## src/rtl/i2s_pkg.sv

```systemverilog
// Shared constants, types and helpers for the I2S transmitter.
package i2s_pkg;

  localparam int SLOT_BITS  = 32;
  localparam int FRAME_BITS = 64;

  typedef logic [23:0] sample_t;

  // Position of a frame bit inside its 32-bit slot (0 = the I2S delay bit).
  function automatic logic [4:0] slot_pos(input logic [5:0] bit_cnt);
    return bit_cnt[4:0];
  endfunction

endpackage

```

## src/rtl/axis_if.sv

```systemverilog
// Minimal AXI-stream bundle: data plus ready/valid handshake.
interface Axis_If #(
  parameter int DWIDTH = 24
);
  logic [DWIDTH-1:0] data;
  logic              valid;
  logic              ready;

  modport master (output data, output valid, input  ready);
  modport slave  (input  data, input  valid, output ready);
endinterface

```

## src/rtl/i2s_clk_gen.sv

```systemverilog
// Bit-clock divider: toggles bclk every BCLK_HALF system clocks and flags
// the cycle whose edge takes bclk from 1 to 0.
module i2s_clk_gen #(
  parameter int BCLK_HALF = 16
) (
  input  logic clk,
  input  logic reset,
  output logic bclk,
  output logic fall
);

  localparam int CW = (BCLK_HALF > 1) ? $clog2(BCLK_HALF) : 1;

  logic [CW-1:0] div_cnt;
  logic          tc;

  assign tc   = (div_cnt == CW'(BCLK_HALF - 1));
  assign fall = tc & bclk;

  always_ff @(posedge clk or posedge reset) begin
    if (reset) begin
      div_cnt <= '0;
      bclk    <= 1'b0;
    end else if (tc) begin
      div_cnt <= '0;
      bclk    <= ~bclk;
    end else begin
      div_cnt <= div_cnt + 1'b1;
    end
  end

endmodule

```

## src/rtl/i2s_tx.sv

```systemverilog
// I2S master transmitter: one mono sample per frame, duplicated to both
// slots, with a one-entry holding register pacing the upstream stream.
module i2s_tx
  import i2s_pkg::*;
#(
  parameter int BCLK_HALF = 16,
  parameter int DWIDTH    = 24
) (
  input  logic        clk,
  input  logic        reset,
  Axis_If.slave       sample_in,
  output logic        i2s_bclk,
  output logic        i2s_lrclk,
  output logic        i2s_sdata,
  output logic        underflow,
  output logic [15:0] underflow_count
);

  logic              fall;
  logic              tick;
  logic              hs;
  logic              uf_set;
  logic [5:0]        bit_cnt;
  logic [5:0]        bit_nxt;
  logic [4:0]        pos;
  logic              sdata_n;
  logic [DWIDTH-1:0] holding;
  logic [DWIDTH-1:0] active;
  logic              hold_vld;
  logic              hold_nxt;
  logic              ready_q;
  logic [15:0]       ucnt_q;

  i2s_clk_gen #(.BCLK_HALF(BCLK_HALF)) u_clk_gen (
    .clk   (clk),
    .reset (reset),
    .bclk  (i2s_bclk),
    .fall  (fall)
  );

  assign tick     = fall && (bit_cnt == 6'(FRAME_BITS - 1));
  assign hs       = sample_in.valid && ready_q;
  assign uf_set   = tick && !hold_vld;
  assign bit_nxt  = bit_cnt + 6'd1;
  assign pos      = slot_pos(bit_nxt);

  // Ready is only ever offered when nothing is held, so a handshake can
  // never coincide with a tick that drains a full holding register.
  assign hold_nxt = (hold_vld && !tick) || hs;

  assign sample_in.ready = ready_q;
  assign underflow_count = ucnt_q;

  // One-bit I2S delay: slot position p carries active[DWIDTH-p], MSB first.
  always_comb begin
    sdata_n = 1'b0;
    for (int i = 0; i < DWIDTH; i++) begin
      if (int'(pos) == DWIDTH - i) sdata_n = active[i];
    end
  end

  always_ff @(posedge clk or posedge reset) begin
    if (reset) begin
      holding  <= '0;
      hold_vld <= 1'b0;
      ready_q  <= 1'b0;
      active   <= '0;
    end else begin
      if (hs) holding <= sample_in.data;
      if (tick) active <= hold_vld ? holding : '0;
      hold_vld <= hold_nxt;
      ready_q  <= !hold_nxt;
    end
  end

  always_ff @(posedge clk or posedge reset) begin
    if (reset) begin
      bit_cnt   <= 6'(FRAME_BITS - 1);
      i2s_lrclk <= 1'b1;
      i2s_sdata <= 1'b0;
    end else if (fall) begin
      bit_cnt   <= bit_nxt;
      i2s_lrclk <= (int'(bit_nxt) >= SLOT_BITS);
      i2s_sdata <= sdata_n;
    end
  end

  always_ff @(posedge clk or posedge reset) begin
    if (reset) begin
      underflow <= 1'b0;
      ucnt_q    <= '0;
    end else begin
      underflow <= uf_set;
      if (uf_set && ucnt_q != 16'hFFFF) ucnt_q <= ucnt_q + 16'd1;
    end
  end

endmodule

```

## src/flat_wrapper.sv

```systemverilog
// flat-port wrapper written by rule: the top's interface ports become plain ports
module i2s_tx_flat import i2s_pkg::*;
#(
  parameter int BCLK_HALF = 16,
  parameter int DWIDTH    = 24
)
  (clk, reset, i2s_bclk, i2s_lrclk, i2s_sdata, underflow, underflow_count, sample_in_data, sample_in_valid, sample_in_ready);
  Axis_If #(.DWIDTH(DWIDTH)) sample_in_i ();
  input  logic clk;
  input  logic reset;
  output logic i2s_bclk;
  output logic i2s_lrclk;
  output logic i2s_sdata;
  output logic underflow;
  output logic [15:0] underflow_count;
  input wire logic [$bits(sample_in_i.data)-1:0] sample_in_data;
  input wire logic [$bits(sample_in_i.valid)-1:0] sample_in_valid;
  output wire logic [$bits(sample_in_i.ready)-1:0] sample_in_ready;
  assign sample_in_i.data = sample_in_data;
  assign sample_in_i.valid = sample_in_valid;
  assign sample_in_ready = sample_in_i.ready;
  i2s_tx #(.BCLK_HALF(BCLK_HALF), .DWIDTH(DWIDTH)) u_core (.clk(clk), .reset(reset), .sample_in(sample_in_i), .i2s_bclk(i2s_bclk), .i2s_lrclk(i2s_lrclk), .i2s_sdata(i2s_sdata), .underflow(underflow), .underflow_count(underflow_count));
endmodule
```

## config.mk

```make
export PLATFORM = sky130hd
export DESIGN_NAME = i2s_tx_flat
export DESIGN_NICKNAME = d
export VERILOG_FILES = /design/src/rtl/i2s_pkg.sv /design/src/rtl/axis_if.sv /design/src/rtl/i2s_clk_gen.sv /design/src/rtl/i2s_tx.sv /design/src/flat_wrapper.sv
export SDC_FILE = /design/constraint.sdc
export NUM_CORES = 1
export LEC_CHECK = 0
export CORE_ASPECT_RATIO = 0.75
export CORE_UTILIZATION = 45
export DETAILED_ROUTE_END_ITERATION = 7
export GPL_TIMING_DRIVEN = 0
export PLACE_DENSITY = 0.67
export SYNTH_ARGS = -nofsm -noshare
export SYNTH_HDL_FRONTEND = slang
export SYNTH_SLANG_ARGS = --single-unit
```

## constraint.sdc

```tcl
create_clock -name clk -period 2.9 [get_ports clk]
set_input_delay 0.435 -clock clk [delete_from_list [all_inputs] [get_ports clk]]
set_output_delay 0.435 -clock clk [all_outputs]
set_load 0.005 [all_outputs]
```

==> results of run 1 <==
## final timing paths
check	end	slack, ns	depth (start not counted)
setup / recovery	u_core.i2s_sdata$_DFFE_PP0P_	0.21	10
hold / removal	u_core.u_clk_gen.bclk$_DFFE_PP0N_	0.37	2
setup reg to reg	u_core.i2s_sdata$_DFFE_PP0P_	0.21	10
hold reg to reg	u_core.active[19]$_DFFE_PP0P_	0.48	2
max in group asynchronous	u_core.bit_cnt[4]$_DFFE_PP1P_	1.95	3
min in group clk	u_core.active[19]$_DFFE_PP0P_	0.48	2
## metal layers
| layer | wire (um) | share of wire |
|---|---|---|
| met1 | 4110 | 0.49 |
| met2 | 3730 | 0.44 |
| met3 | 497 | 0.059 |
| met4 | 104 | 0.012 |
| met5 | 0 | 0 |
## per-stage QoR
stage               total power, mW  setup slack (ns)  utilization  setup TNS, ns  instance area (um^2)
floorplan                      1.15             0.425            -              0                  3950
global placement               1.19            -0.885        0.537         -64.91                  4560
detailed placement             1.20             0.296        0.541              0                  4590
CTS                            2.42             0.267        0.578              0                  4910
global route                   2.48            0.0498        0.578              0                  4910
finish                         2.40             0.210        0.578              0                  4910
## registers in the layout (all words and copies together), names as in the netlist
| register | flops |
|---|---|
| u_core.active | 24 |
| u_core.holding | 24 |
| u_core.underflow_count | 16 |
| u_core.bit_cnt | 6 |
| u_core.u_clk_gen.div_cnt | 4 |
| u_core.hold_vld | 1 |
| u_core.i2s_lrclk | 1 |
| u_core.i2s_sdata | 1 |
| u_core.sample_in.ready | 1 |
| u_core.u_clk_gen.bclk | 1 |
| u_core.underflow | 1 |
## cell usage after synthesis (2+ instances only)
| library cell | n |
|---|---|
| a211oi_1 | 2 |
| a21o_1 | 3 |
| a21oi_1 | 13 |
| a22oi_1 | 5 |
| a31oi_1 | 3 |
| a32oi_1 | 2 |
| and3_1 | 2 |
| and4_1 | 4 |
| buf_2 | 7 |
| buf_4 | 3 |
| clkbuf_1 | 13 |
| dfrtp_1 | 73 |
| dfstp_2 | 7 |
| ha_1 | 7 |
| inv_1 | 12 |
| mux2_2 | 25 |
| nand2_1 | 67 |
| nand2b_1 | 7 |
| nand3_1 | 13 |
| nand3b_1 | 2 |
| nand4_1 | 11 |
| nor2_1 | 6 |
| nor2b_1 | 6 |
| o21a_1 | 2 |
| o21ai_0 | 36 |
| o221ai_1 | 3 |
| xnor2_1 | 20 |
| xor2_1 | 4 |
## power by group
part | internal, mW | total, mW | leakage [nW] | switching (mW)
clock | 0.756 | 1.22 | 0.161 | 0.464
combinational | 0.0346 | 0.0602 | 0.930 | 0.0257
sequential | 1.12 | 1.12 | 1.08 | 0
## layout make-up
class | count | area share
buffer | 23 | 0.0217
clock inverter | 7 | 0.0194
timing repair buffer | 48 | 0.101
sequential | 80 | 0.410
tap | 108 | 0.0275
multi-input combinational | 269 | 0.365
inverter | 12 | 0.00968
clock buffer | 9 | 0.0459
## logic make-up after synthesis
| group | share of synthesized area |
|---|---|
| compound gates | 0.136 |
| xor+xnor | 0.0532 |
| fa+ha+maj | 0.0222 |
| buf+inv | 0.0383 |
| flops | 0.509 |
| mux | 0.0712 |
| simple gates | 0.170 |
## critical path, stage by stage (launching register included)
cell and delay, ns:
dfstp_2 0.64, inv_1 0.12, ha_1 0.25, buf_2 0.21, a21o_1 0.23, a32oi_1 0.15
nor2_1 0.06, a311oi_1 0.40, o221ai_1 0.20, a211oi_1 0.23, nor3_1 0.09
==> results.tsv, run 1 <==
metric	value	unit
synthArstFlopShare	1.00	
cts-resized-gates	0	
first_global_vias	2976	
cts_root_buffer	clkbuf_16	
fin_crit_sh	0.928	
final_common_cell	dfrtp_1	
tightest_slew	0.604	ns
rr_startpoint	u_core.bit_cnt[0]$_DFFE_PP1P_	
met3_usage	0.0542	
vias	3032	
placedCellCount	540	
report.final.slew_viol_count	0	
final_antenna_net_count	0	
gp_congestion	0.881	
peakVddDrop	0.000422	V
fin_crit	2.69	ns
fmax	372	MHz
status	completed	
synth_top_area_cell	dfrtp_1	
maxCapViolations	0	
cts_tree	yes	
critPathMaxFanout	11	
dp_hpwl	6080	um
hold_buffers	0	
die_w	110	um
avgSynthCellArea	10.3	um^2
clock_skew	0.00549	ns
powerDensity	488	nW/um^2
netlist_top_cells_area	dfrtp_1 46%, mux2_2 7.1%, nand2_1 6.4%, dfstp_2 4.7%, o21ai_0 4.6%	
h-tree-depth	3	
clk_latency	0.34	ns
hold_viol	0	
syn_nets	418	
max_slew_margin	0.598	
rows	29	
grtUsageMet2	0.299	
seq_area_frac_synth	0.509	
start_util	0.466	
ios	48	
clockBufferDepth	2	
ys_ff_latch	80	
power_leakage	2.17	nW
syn_area	3950	um^2
cts_sinks	80	
setup.worst_path.start	u_core.bit_cnt[0]$_DFFE_PP1P_	
cts_buffers	9	
wire_per_inst	15.2	um
yosys.area.top_type_share	0.462	
grt_use_met1	0.318	
drtPass1Iterations	4	
grt.overflow.total	0	
crit_type	flop to flop	
synthCells	384	
cts.clk_slew.worst_paths	0.06	ns
worstSetupStartpointType	flop	
die-area	9170	um^2
rsz0062_at_grt	false	
coreArea	8490	um^2
synth_edf_count	0	
end_kind	flop	
grt_max_degree	66	
regArea	2010	um^2
fin_nets	477	
antenna_found_initial	0	
ys.flop_type	dfrtp_1	
drive_gt1_frac	0.154	
synth_cell_types	54	
hold_class	input pin to async pin	
final_cell_mix	73 x dfrtp_1, 67 x nand2_1, 47 x clkdlybuf4s50_1	
fp.dieH	83.2	um
drt_wl_total	8440	um
fin_cells	556	
top_usage_layer	met1	
fillers	751	
ys_warn_count	0	
worstPathArrival	2.91	ns
cts_setup_buffers	0	
grt_pass1_wl	14700	um
setup_viol	0	
track_usage	0.211	
required	3.12	ns
area_growth_syn_to_layout	24.2	%
port_buffers	47	
hold_ws	0.371	ns
drc	0	
drt_iter0_drc	148	
multi_input_area	1790	um^2
antenna_cells	0	
viasPerCell	5.45	
Note: power is estimated with default switching activity, not from simulation.
==> run 2, diff against run 1 <==
--- a/config.mk
+++ b/config.mk
@@ -5,11 +5,13 @@
 export SDC_FILE = /design/constraint.sdc
 export NUM_CORES = 1
 export LEC_CHECK = 0
+export ABC_AREA = 1
 export CORE_ASPECT_RATIO = 0.75
-export CORE_UTILIZATION = 45
+export CORE_MARGIN = 4
+export CORE_UTILIZATION = 55
 export DETAILED_ROUTE_END_ITERATION = 7
 export GPL_TIMING_DRIVEN = 0
-export PLACE_DENSITY = 0.67
+export PLACE_DENSITY = 0.79
 export SYNTH_ARGS = -nofsm -noshare
 export SYNTH_HDL_FRONTEND = slang
 export SYNTH_SLANG_ARGS = --single-unit
==> run 2 against run 1 <==
  * Hold slack worse by 0.044 ns
  * Flip-flop and latch count stayed put
  * Sequential power is 16% higher
  * Clock-buffer cell count is 2 higher
  * Critical endpoint is now u_core.underflow_count[15]$_DFFE_PP0P_
  * Register-to-register slack worse by 0.19 ns
  * Worst setup slack worse by 0.19 ns
  * Combinational power grew to 3.2 times the previous value
  * First-iteration DRC count is 40% higher
==> results.tsv, run 2 <==
metric	value	unit
status	completed	
final_antenna_net_count	0	
die_w	104	um
fin_crit_sh	0.992	
coreArea	6470	um^2
cp_slowest_cell	dfstp_2	
worstPathArrival	3.16	ns
path_cells	ha_4, nand4_1, nor3_4, inv_2, nor2_4, nand2_4, nor2_4, nand2_2, nor3b_4, nand3_2, or4_4, nor3_2, xor2_1	
max_slew_margin	0.612	
seq_area_frac_synth	0.532	
fin_crit	2.88	ns
port_buffers	47	
start_util	0.583	
track_usage	0.213	
power_leakage	2.37	nW
swShare	0.257	
ios	48	
fp.dieH	79.8	um
hold_class	input pin to async pin	
ys_ff_latch	80	
seqPwrFrac	0.592	
drt_iter0_drc	207	
setup_viol	0	
cts_tree	yes	
grt_pass1_wl	14200	um
setup_ws	0.0222	ns
end_kind	flop	
drtPass1Iterations	5	
antenna_found_initial	0	
powerDensity	456	nW/um^2
final_core_util	0.742	
pwr-share-clk	0.319	
netlist_top_cells_area	dfrtp_1 48%, nand2_1 16%, nand3_1 5.4%, dfstp_2 4.9%, xor2_1 4.2%	
grt.overflow.total	0	
clk_latency	0.35	ns
final_cell_mix	159 x nand2_1, 73 x dfrtp_1, 47 x clkdlybuf4s50_1	
area_growth_syn_to_layout	27.2	%
gp_congestion	0.862	
clock_skew	0.00879	ns
rsz0062_at_grt	true	
maxCapViolations	0	
ys.flop_type	dfrtp_1	
viasPerCell	5.15	
hold_buffers	0	
p_sw	564	uW
drc	0	
fmax	347	MHz
tightest_slew	0.579	ns
wire_per_inst	13.5	um
report.final.slew_viol_count	0	
cts_buffers	9	
ys_top_cells_by_count	163 x nand2_1, 73 x dfrtp_1, 41 x nand3_1	
cp_common_cell	nor2_4	
grt_max_degree	71	
hold_viol	0	
crit_buf_inv	1	
synthArstFlopShare	1.00	
clockBufferDepth	2	
rr_startpoint	u_core.bit_cnt[1]$_DFFE_PP1P_	
yosys.area.top_type_share	0.484	
rows	25	
synthCells	450	
required	3.18	ns
antenna_cells	0	
synth_top_area_cell	dfrtp_1	
crit_type	flop to flop	
first_global_vias	3050	
cts_sinks	80	
synth_cell_types	30	
drive_gt1_frac	0.141	
die-area	8270	um^2
syn_area	3780	um^2
drt_wl_total	8350	um
comb_power_share	0.089	
syn_nets	484	
hold_ws	0.327	ns
synth_edf_count	0	
worstSetupStartpointType	flop	
dpl_worst_slack	-0.467	ns
fin_nets	568	
critPathMaxFanout	4	
dp_hpwl	5650	um
fillers	483	
ys_warn_count	0	
setup.worst_path.start	u_core.bit_cnt[1]$_DFFE_PP1P_	
peakVddDrop	0.000344	V
h-tree-depth	3	
cts.clk_slew.worst_paths	0.08	ns
avgSynthCellArea	8.39	um^2
vias	3195	
cts_root_buffer	clkbuf_8	
final_common_cell	nand2_1	
yosysMostFrequentCell	nand2_1	
critPathTopFamily	simple AND/OR/NAND/NOR gates	
critical_path.max_stage_delay	0.58	ns
power.internal	1.63	mW
-- run 2: cell count changes after synthesis, moves of 6 or more --
cell      change
xor2_1       +14
inv_1        +24
xnor2_1      -18
buf_2         -6
nand2b_1      -7
mux2_2       -25
nor2b_1       -6
nand3_1      +28
nand4_1       -6
nand2_1      +96
o21ai_0      -17
nor2_1       +23
-- run 2: metal layers --
| metal | vias to the layer above | wire length (um) | track usage |
|---|---|---|---|
| met1 | 1496 | 3900 | 0.292 |
| met3 | 11 | 524 | 0.0622 |
| met4 | 0 | 97 | 0.0624 |
| met2 | 96 | 3820 | 0.332 |
| li1 | 1592 | - | - |
| met5 | - | 0 | 0 |
-- run 2: cell families after synthesis --
kind of cell	Yosys count	share of synthesized area
and+or+nand+nor	255	0.297
xor gates and xnor gates	20	0.0464
buffers and inverters	53	0.0537
DFF	80	0.532
AOI/OAI and AO/OA	35	0.0471
adders and majority gates	7	0.0232
-- run 2: power by group through the flow --
stage          Clock, mW  Combinational, mW  Sequential (mW)
2_1_floorplan          0              0.123             1.29
3_3_place_gp           0              0.180             1.31
3_5_place_dp           0              0.196             1.31
4_1_cts            0.713              0.197             1.29
5_1_grt            0.779              0.225             1.31
6_report           0.698              0.194             1.30
-- run 2: final timing paths --
kind                       cells past startpoint  slack, ns                                     end
max                                           13       0.02  u_core.underflow_count[15]$_DFFE_PP0P_
min                                            2       0.33   u_core.u_clk_gen.div_cnt[2]$_DFF_PP0_
max reg2reg                                   13       0.02  u_core.underflow_count[15]$_DFFE_PP0P_
min reg2reg                                    2       0.47            u_core.i2s_lrclk$_DFFE_PP1P_
max in group asynchronous                      3       1.96           u_core.bit_cnt[1]$_DFFE_PP1P_
min in group clk                               2       0.47            u_core.i2s_lrclk$_DFFE_PP1P_
-- run 2: area by class of cell --
cell class | instances | area, um^2 | area share
buffer | 11 | 48.8 | 0.0102
clock buffer | 11 | 131 | 0.0274
clock inverter | 5 | 33.8 | 0.00703
inverter | 41 | 163 | 0.0339
multi-input combinational | 317 | 1610 | 0.336
sequential | 80 | 2010 | 0.419
tap | 81 | 101 | 0.0211
timing repair buffer | 74 | 701 | 0.146
-- run 2: repair_timing --
action | 4_1_cts | 5_1_grt
setup buffers | 19 | 7
pin swaps | 9 | 7
cloned | 0 | 1
resized for setup | 5 | 18
setup endpoints to repair | 4 | 14
-- run 2: metrics by stage --
stage	TNS [ns]	std cells	power (mW)	cell area [um^2]
final	0	620	2.19	4800
after global routing	-0.254	620	2.31	4800
after CTS	-0.0401	614	2.20	4710
after detailed placement	-0.940	579	1.51	4380
after global placement	-59.60	578	1.49	4350
after floorplan	0	450	1.42	3780
==> run 3, diff against run 2 <==
--- a/config.mk
+++ b/config.mk
@@ -11,6 +11,7 @@
 export CORE_UTILIZATION = 55
 export DETAILED_ROUTE_END_ITERATION = 7
 export GPL_TIMING_DRIVEN = 0
+export MAX_ROUTING_LAYER = met4
 export PLACE_DENSITY = 0.79
 export SYNTH_ARGS = -nofsm -noshare
 export SYNTH_HDL_FRONTEND = slang
==> run 3 against run 2 <==
  * First-iteration DRC count shrank 9.2%
  * Core utilization grew 1.8 points
  * Hold slack lost 0.0025 ns
  * Final area grew 2.4%
  * Non-clock buffer count grew 6
  * Sequential share of layout area shrank 1.0 points
  * Combinational power is essentially flat
  * Sequential power is essentially flat
  * Wire length grew 5.1%
  * Power grew 6.7%
  * Via count grew 1.1%
==> results.tsv, run 3 (synthesized netlist as in run 2, its figures left out) <==
metric	value	unit
coreArea	6470	um^2
die_w	104	um
rows	25	
cts_buffers	9	
port_buffers	47	
drt_wl_total	8770	um
hold_class	input pin to async pin	
end_kind	flop	
h-tree-depth	3	
clock_skew	0.0106	ns
critPathMaxFanout	3	
maxCapViolations	0	
grt_pass1_wl	14600	um
crit_type	flop to flop	
gp_congestion	0.873	
status	completed	
worst-r2r-setup-slack	0.05	ns
hold_ws	0.324	ns
hold_buffers	0	
max_slew_margin	0.646	
viasPerCell	5.16	
worstSetupStartpointType	flop	
start_util	0.583	
cts_sinks	80	
area_growth_syn_to_layout	30.3	%
cts_root_buffer	clkbuf_8	
report.final.slew_viol_count	0	
worstPathArrival	3.13	ns
cts.clk_slew.worst_paths	0.09	ns
antenna_cells	0	
clockBufferDepth	2	
tightest_slew	0.531	ns
die-area	8270	um^2
fin_crit_sh	0.984	
grt.overflow.total	0	
placed_cell_area	4380	um^2
antenna_found_initial	0	
fin_cells	626	
dpl_worst_slack	-0.509	ns
clk_latency	0.36	ns
peakVddDrop	0.000330	V
placedCellCount	579	
wire_per_inst	14.0	um
drive_gt1_frac	0.158	
vias	3229	
required	3.18	ns
powerDensity	475	nW/um^2
rr_startpoint	u_core.bit_cnt[1]$_DFFE_PP1P_	
fin_nets	574	
rsz0062_at_grt	true	
power_leakage	2.46	nW
fp.dieH	79.8	um
final_antenna_net_count	0	
fin_area	4920	um^2
fmax	350	MHz
setup_ws	0.0457	ns
drc	0	
dp_hpwl	5820	um
setup_viol	0	
ios	48	
track_usage	0.224	
fin_crit	2.85	ns
hold_viol	0	
drt_iter0_drc	188	
final_cell_mix	158 x nand2_1, 73 x dfrtp_1, 47 x clkdlybuf4s50_1	
setup.worst_path.start	u_core.bit_cnt[1]$_DFFE_PP1P_	
cts_tree	yes	
grt_max_degree	71	
first_global_vias	3119	
drtPass1Iterations	5	
final_common_cell	nand2_1	
run 3: worst max-delay path, stage by stage, from the launching register on:
cell	delay [ns]
dfstp_2	0.58
ha_4	0.15
nand4_1	0.19
nor3_4	0.31
inv_2	0.09
nor2_4	0.13
nand2_4	0.08
nor2_4	0.12
nand2_4	0.07
nor3b_4	0.21
nand3_2	0.11
or4_4	0.46
nor3_4	0.13
xor2_1	0.15
run 3: report_power, final:
| group | switching, mW | internal, mW | total [mW] | leakage [nW] |
|---|---|---|---|---|
| clock | 0.439 | 0.408 | 0.847 | 0.0982 |
| sequential | 0.0699 | 1.23 | 1.30 | 1.04 |
| combinational | 0.104 | 0.0887 | 0.193 | 1.32 |
| total | 0.614 | 1.72 | 2.34 | 2.46 |
run 3: repair_timing:
item / 4_1_cts / 5_1_grt
endpoints found under the setup margin: 4 / 15
pin swaps: 11 / 8
setup buffers: 19 / 14
endpoints found under the hold margin: 0 / 0
cloned: 0 / 0
resized for setup: 7 / 19
run 3: layout make-up:
class,instances,area [um^2]
buffer,11,52.6
clock buffer,9,124
clock inverter,7,78.8
fill,493,1560
inverter,41,160
multi-input combinational,317,1650
sequential,80,2010
tap,81,101
timing repair buffer,80,738
run 3: metal layers:
metal	wire length (um)	up-vias	GRT usage
met5	0	-	-
met4	153	0	0.0531
met3	543	19	0.0453
met1	4010	1506	0.301
met2	4060	100	0.356
li1	-	1604	-
run 3: metrics by stage:
| step | TNS (ns) | power [mW] | util |
|---|---|---|---|
| 2_1_floorplan | 0 | 1.42 | - |
| 3_3_place_gp | -59.98 | 1.49 | 0.671 |
| 3_5_place_dp | -1.07 | 1.51 | 0.676 |
| 4_1_cts | -0.0800 | 2.35 | 0.734 |
| 5_1_grt | -0.292 | 2.44 | 0.760 |
| 6_report | 0 | 2.34 | 0.760 |
run 3: path summary, 6_finish.rpt:
check	cells past startpoint	endpoint
max	13	u_core.underflow_count[15]$_DFFE_PP0P_
min	2	u_core.i2s_sdata$_DFFE_PP0P_
max reg2reg	13	u_core.underflow_count[15]$_DFFE_PP0P_
min reg2reg	2	u_core.i2s_lrclk$_DFFE_PP1P_
max in group asynchronous	3	u_core.bit_cnt[1]$_DFFE_PP1P_
min in group clk	2	u_core.i2s_lrclk$_DFFE_PP1P_
